==> config.mk <==
export PLATFORM = sky130hd
export DESIGN_NAME = mem_bus_initiator
export DESIGN_NICKNAME = d
export VERILOG_FILES = /design/src/rtl/mem_bus_initiator.sv
export SDC_FILE = /design/constraint.sdc
export NUM_CORES = 1
export LEC_CHECK = 0
export CAP_MARGIN = 10
export CORE_UTILIZATION = 35
export CTS_BUF_LIST = sky130_fd_sc_hd__clkbuf_4
export DETAILED_ROUTE_END_ITERATION = 8
export DONT_BUFFER_PORTS = 1
export PLACE_DENSITY = 0.56
export SLEW_MARGIN = 30
export SYNTH_ARGS = -nofsm -noshare
export SYNTH_HDL_FRONTEND = slang
export SYNTH_SLANG_ARGS = --single-unit
==> constraint.sdc <==
create_clock -name clkR -period 3.9 [get_ports clkR]
set_input_delay 0.195 -clock clkR [delete_from_list [all_inputs] [get_ports clkR]]
set_output_delay 0.195 -clock clkR [all_outputs]
set_load 0.005 [all_outputs]
==> src/rtl/mem_bus_initiator.sv <==
// mem_bus_initiator
//   Backplane bus master. It runs one memory or IO read/write cycle for each
//   command accepted from the console/DMA command port. It drives request,
//   address flags and write data, then waits for busACKI. On a read it
//   captures the read data. If no acknowledge arrives within TIMEOUT request
//   cycles, it reports a non-existent-memory (NXM) error.
//
//   Bits are numbered PDP-10 style: bit 0 is the MSB of each word.
//
//   Parameters
//     TIMEOUT  request cycles without busACKI before NXM (2..255)
//     IODEV    device field placed in address bits [14:17] on IO cycles
//
//   Ports
//     clkR, rst                  clock; asynchronous active-high reset
//     cmdGO/WR/IO/PHYS           command strobe and cycle type
//     cmdADDR[14:35]             memory address, or IO address (low 18 bits)
//     cmdDATA[0:35]              write data
//     cmdBUSY, cmdDONE, cmdNXM   status: busy, completion pulse, NXM error
//     cmdRDDATA[0:35]            last captured read data
//     busREQO, busACKI           bus request / acknowledge
//     busADDRO[0:35]             flags (3 READ, 5 WRITE, 8 PHYS, 10 IO) + address
//     busDATAO, busDATAI         write data out / read data in
//
//   Optional build macro
//     KS10_MEMINIT_RETRY_EN  retries once after a timeout, dropping busREQO
//                            for one cycle, before it reports NXM.

module mem_bus_initiator #(
  parameter int unsigned TIMEOUT = 64,
  parameter logic [0:3]  IODEV   = 4'd0
) (
  input  logic         clkR,
  input  logic         rst,
  input  logic         cmdGO,
  input  logic         cmdWR,
  input  logic         cmdIO,
  input  logic         cmdPHYS,
  input  logic [14:35] cmdADDR,
  input  logic [0:35]  cmdDATA,
  output logic         cmdBUSY,
  output logic         cmdDONE,
  output logic         cmdNXM,
  output logic [0:35]  cmdRDDATA,
  output logic         busREQO,
  input  logic         busACKI,
  output logic [0:35]  busADDRO,
  output logic [0:35]  busDATAO,
  input  logic [0:35]  busDATAI
);

  localparam logic [7:0] LAST = 8'(TIMEOUT - 1);

  typedef enum logic [1:0] {
    IDLE,
    REQ,
    DONE
`ifdef KS10_MEMINIT_RETRY_EN
    , GAP
`endif
  } state_t;

  state_t      state;
  logic [7:0]  count;
  logic [0:35] lat_addr;
  logic [0:35] lat_data;
  logic        lat_rd;
  logic        last_try;

`ifdef KS10_MEMINIT_RETRY_EN
  logic        retry;

  always_comb begin
    last_try = retry;
  end
`else
  always_comb begin
    last_try = 1'b1;
  end
`endif

  // Build the address word: flags plus either the memory address or the
  // device/IO-register pair.
  function automatic logic [0:35] addr_word(input logic wr, input logic io,
                                            input logic phys,
                                            input logic [14:35] addr);
    logic [0:35] w;
    w     = '0;
    w[3]  = ~wr;
    w[5]  = wr;
    w[8]  = io | phys;
    w[10] = io;
    if (io) begin
      w[14:17] = IODEV;
      w[18:35] = addr[18:35];
    end else begin
      w[14:35] = addr;
    end
    return w;
  endfunction

  always_ff @(posedge clkR or posedge rst) begin
    if (rst) begin
      state     <= IDLE;
      count     <= '0;
      lat_addr  <= '0;
      lat_data  <= '0;
      lat_rd    <= 1'b0;
      cmdBUSY   <= 1'b0;
      cmdDONE   <= 1'b0;
      cmdNXM    <= 1'b0;
      cmdRDDATA <= '0;
      busREQO   <= 1'b0;
      busADDRO  <= '0;
      busDATAO  <= '0;
`ifdef KS10_MEMINIT_RETRY_EN
      retry     <= 1'b0;
`endif
    end else begin
      case (state)
        IDLE: begin
          if (cmdGO) begin
            // Latch the whole command so the inputs may change afterwards.
            lat_addr <= addr_word(cmdWR, cmdIO, cmdPHYS, cmdADDR);
            lat_data <= cmdWR ? cmdDATA : '0;
            lat_rd   <= ~cmdWR;
            busADDRO <= addr_word(cmdWR, cmdIO, cmdPHYS, cmdADDR);
            busDATAO <= cmdWR ? cmdDATA : '0;
            busREQO  <= 1'b1;
            cmdBUSY  <= 1'b1;
            cmdNXM   <= 1'b0;
            count    <= '0;
`ifdef KS10_MEMINIT_RETRY_EN
            retry    <= 1'b0;
`endif
            state    <= REQ;
          end
        end

        REQ: begin
          // If ACK arrives in the timeout cycle, the ACK takes priority.
          if (busACKI || (count == LAST && last_try)) begin
            if (busACKI && lat_rd) begin
              cmdRDDATA <= busDATAI;
            end
            cmdNXM   <= ~busACKI;
            cmdDONE  <= 1'b1;
            busREQO  <= 1'b0;
            busADDRO <= '0;
            busDATAO <= '0;
            state    <= DONE;
`ifdef KS10_MEMINIT_RETRY_EN
          end else if (count == LAST) begin
            retry    <= 1'b1;
            count    <= '0;
            busREQO  <= 1'b0;
            busADDRO <= '0;
            busDATAO <= '0;
            state    <= GAP;
`endif
          end else begin
            count <= count + 8'd1;
          end
        end

`ifdef KS10_MEMINIT_RETRY_EN
        GAP: begin
          busREQO  <= 1'b1;
          busADDRO <= lat_addr;
          busDATAO <= lat_data;
          state    <= REQ;
        end
`endif

        DONE: begin
          cmdDONE <= 1'b0;
          cmdBUSY <= 1'b0;
          state   <= IDLE;
        end

        default: state <= IDLE;
      endcase
    end
  end

endmodule

Word level (Yosys, flattened, before mapping)
Index checks and enable logic that the tools add are counted.
{ "word_totals": {"reg_bits": 123, "input_bits": 101, "output_inout_bits": 112, "wordCells": 55} }
{ "classes": {"addsub": 1, "bitwise": 3, "n_reduce_logical": 13, "n_eq_ne": 6, "mux": 22} }
{ "op_table": {"columns": ["operator", "n"], "rows": [
  ["$mux W36", 4],
  ["$pmux W36 S2", 2],
  ["$mux W22", 1],
  ["$mux W8", 2],
  ["$pmux W8 S2", 1],
  ["$reduce_and A3 Y1", 3],
  ["$add A8 B1 Y8 const B", 1],
  ["$eq A8 B6 Y1 const B", 1],
  ["$pmux W1 S2", 4],
  ["$reduce_and A2 Y1", 4],
  ["$ne A2 B2 Y1 const B", 3],
  ["$reduce_bool A2 Y1", 3],
  ["$mux W1", 5],
  ["$mux W2", 2],
  ["$pmux W2 S2", 1],
  ["$eq A2 B1 Y1 const B", 1],
  ["$eq A2 B2 Y1 const B", 1],
  ["$logic_not A2 Y1", 1],
  ["$not A1 Y1", 2],
  ["$logic_and A1 B1 Y1", 1],
  ["$logic_or A1 B1 Y1", 1],
  ["$or A1 B1 Y1", 1]
]} }

Logic depth before layout (Yosys ltp)
{ "logic_depth": {"depth_word": 4, "depth_mapped": 7, "depth_no_buf": 5} }

Worst setup path after synthesis
No wires, ideal clock.
{ "synth_path": {"path_type": "flip-flop to flip-flop", "startpoint": "register count[0]", "endpoint": "register busDATAO[14] in the netlist's numbering", "path_stages_with_launch": 7, "arrival_ps": 1501, "setup_slack_ps": 2316, "synth_period_minus_slack_ps": 1584, "required_time_ps": 3817, "cell_sequence": "dfrtp_1 ha_1 nor4b_2 a221oi_4 buf_6 nand2_1 o21ai_0"} }
{ "synth_between": {"elab_chain_cells": 4} }
{ "synth_lines": {"columns": ["element", "line", "text"], "rows": [
  ["start, declared", "64", "logic [7:0] count;"],
  ["start signal, assigned", "162", "count <= count + 8'd1;"],
  ["$eq A8 B6 Y1", "142", "if (busACKI || (count == LAST && last_try)) begin"],
  ["$logic_or A1 B1 Y1", "142", null],
  ["$ne A2 B2 Y1 (no source line)", null, null],
  ["$reduce_and A3 Y1 (no source line)", null, null],
  ["end signal, assigned", "128", "busDATAO <= cmdWR ? cmdDATA : '0;"],
  ["end, declared", "48", "output logic [0:35] busDATAO,"]
]} }
Every way passes these cells.
A chain may end at the register's enable or synchronous reset.

Worst setup path in the final report
{ "layout_path": {"startpoint": "register state[0]", "endpoint": "register cmdRDDATA[26] in the netlist's numbering"} }
{ "layout_between": {"elab_chain_cells": 2} }
{ "layout_lines": {"columns": ["element", "line", "text"], "rows": [
  ["start, declared", "63", "state_t state;"],
  ["start signal, assigned", "104", "state <= IDLE;"],
  ["start signal, assigned", "136", "state <= REQ;"],
  ["start signal, assigned", "151", "state <= DONE;"],
  ["$eq A2 B1 Y1", "120", "case (state)"],
  ["$reduce_and A3 Y1 (no source line)", null, null],
  ["end signal, assigned", "144", "cmdRDDATA <= busDATAI;"],
  ["end, declared", "44", "output logic [0:35] cmdRDDATA,"]
]} }
Every way passes these cells.

==> results_dict.tcl <==
set metrics [dict create \
    stdcell_area_mm2 0.00642 \
    crit_path_max_fanout 37 \
    hold_viol_final 0 \
    setup_tns_ns 0 \
    cts.sinks 113 \
    switchingPower_mw 1.33 \
    synth_ff_type "dfrtp_1" \
    endpoint_kind "register" \
    post-route-period-util 0.669 \
    synth.yosys.seq_area_share 0.569 \
    crit_path_start_kind "register" \
    pre_cts_ws_ns 1.32 \
    required_ns 4.32 \
    clockRootBuffer "clkbuf_4" \
    final-setup-viol-count 0 \
    grt_pass1_vias 4018 \
    drt_iter0_drc 228 \
    fin_crit_ns 2.61 \
    cts_setup_buffers 0 \
    ys_seq_elements 113 \
    cts_buffer_depth 2 \
    dpl-instance-area_mm2 0.00504 \
    nNetsFinal 677 \
    outcome "finished, final reports clean" \
    clkPwrFrac 0.247 \
    synth_warnings 0 \
    relSlewSlack 0.387 \
    avgSynthCellArea_um2 10.5 \
    final_cell_mix "dfrtp_1, dlygate4sd3_1, nand2_1" \
    power.density_mw_per_mm2 595 \
    synthArstFlopShare 1.00 \
    core_mm2 0.0139 \
    rsz0062_at_grt "no" \
    row_count 43 \
    grtUsageTotal 0.182 \
    drive_gt1_frac 0.143 \
    tightest_slew_ns 0.919 \
    comb_power_share 0.227 \
    min_path_type "in2reg" \
    syn_to_final_growth_pct 29.2 \
    initial_utilization 0.358 \
    netlist_instances 474 \
    cts.clk_slew.worst_paths_ns 0.10 \
    avgRoutedWirePerCell_um 16.8 \
    num_vias 3754 \
    diodes 0 \
    drc 0 \
    cts_tree "built" \
    finalMaxSlewViolations 0 \
    antenna_found_initial 0 \
    p_seq_frac 0.526 \
    intPower_mw 2.49 \
    finish.utilization 0.462 \
    routabilityCongestion 0.731 \
    vias_per_cell 4.89 \
    hpwl_mm 7.83 \
    wirelength_mm 12.9 \
    power_mw 3.82 \
    htreeDepth 4 \
    swShare 0.348 \
    fp.dieW_um 121 \
    grt-ovfl-total 0 \
    leakage_nw 2.77 \
    fmax_mhz 383 \
    io_pins 213 \
    synth_area_mm2 0.00497 \
    synth_cell_types 40 \
    ir_drop_v 0.000320 \
    arrival_ns 3.02 \
    port-buffer-count 0 \
    final_common_cell "dfrtp_1" \
    path_class "reg2reg" \
    synth_edf_count 0 \
    dieHeight_um 121 \
    numCtsBuffers 17 \
    die-area_mm2 0.0147 \
    grt_pass1_wl_mm 20.2 \
    grt_max_degree 84 \
    drt_pass1_iterations 4 \
    skew_ns 0.0188 \
    insertion_delay_ns 0.54 \
    antenna_left 0 \
    worst_slack_ns 1.29 \
    maxCapViolations 0 \
]
==> per-stage QoR <==
step / hold WS (ns) / std cells
finish: 0.0425 / 768
global route: 0.0216 / 768
CTS: 0.00622 / 768
detailed placement: 0.253 / 630
global placement: 0.321 / 630
floorplan: 0.282 / 483
==> area by class of cell <==
class	count	area [um2]
multi-input cells	322	1900
clock inverters	15	183
flip-flops and latches	113	2830
well taps	180	225
clock buffers	17	128
inverters	9	38.8
repair buffers	112	1120
fillers	1266	7460
==> final timing paths <==
path	slack [ns]	depth (start not counted)	end	startpoint
max	1.29	5	cmdRDDATA[26]	state[0]
min	0.04	3	busADDRO[17]	cmdGO
max reg2reg	1.29	5	cmdRDDATA[26]	state[0]
min reg2reg	0.51	1	count[4]	count[4]
max in group asynchronous	2.68	3	busDATAO[23]	rst
min in group asynchronous	0.25	2	cmdRDDATA[16]	rst
==> synthesized netlist by cell type (2+ instances only) <==
cell type,count,area share
a21oi_1,61,0.061
mux2i_1,2,0.0040
mux2_2,28,0.063
inv_1,8,0.0060
nor2_2,3,0.0038
clkbuf_1,12,0.0091
o21ai_0,30,0.030
and3_1,3,0.0038
nor3b_2,2,0.0050
nor2_1,7,0.0053
nand2_1,90,0.068
nor2b_1,36,0.045
mux2_1,8,0.018
nand3_1,2,0.0020
a21oi_2,2,0.0035
o21ai_1,15,0.015
nand4_1,2,0.0025
nor3_1,3,0.0030
dfrtp_1,113,0.57
xnor2_1,2,0.0035
a211oi_2,2,0.0050
buf_6,5,0.011
buf_2,10,0.010
buf_4,12,0.018
==> power groups by stage <==
| stage | clock network [mW] | registers [mW] | logic (mW) |
|---|---|---|---|
| after detailed placement | 0 | 2.02 | 0.757 |
| after CTS | 0.973 | 2.00 | 0.863 |
| after floorplan | 0 | 1.88 | 0.667 |
| after global placement | 0 | 2.01 | 0.706 |
| after global routing | 1.02 | 2.07 | 0.981 |
| final | 0.944 | 2.01 | 0.865 |
==> flip-flops by register name (all words and copies together) (netlist names) <==
signal     count
busREQO        1
busADDRO      26
cmdRDDATA     36
cmdDONE        1
count          8
busDATAO      36
lat_rd         1
cmdBUSY        1
cmdNXM         1
state          2
==> critical path, cell delays in order, from the launching register on <==
cell and delay [ns]:
dfrtp_1 0.50, buf_4 0.40, inv_2 0.09, nor2_2 0.17
nand3_2 0.71, mux2_1 0.62
==> cell families (layout without fill, tap and decap cells) <==
| group | count (synthesis) | in the layout | share of synthesized area |
|---|---|---|---|
| and+or+nand+nor | 156 | 156 | 0.156 |
| DFF | 113 | 113 | 0.569 |
| adders and majority gates | 1 | 1 | 0.00252 |
| muxes | 38 | 38 | 0.0856 |
| AOI/OAI and AO/OA | 115 | 115 | 0.127 |
| buffers and inverters | 48 | 153 | 0.0554 |
| other | 1 | 10 | 0.000755 |
| xor gates and xnor gates | 2 | 2 | 0.00353 |
==> routing by layer <==
metal | global-route usage | vias up | wire length (um)
li1 | - | 1780 | -
met1 | 0.194 | 1781 | 4970
met2 | 0.308 | 170 | 6300
met3 | 0.0804 | 23 | 1340
met4 | 0.0880 | 0 | 278
met5 | 0 | - | 0
==> timing repair <==
item,4_1_cts,5_1_grt
hold buffers,106,0
gates resized for setup,0,0
hold endpoints to repair,189,0
(Power assumes the default switching activity.)
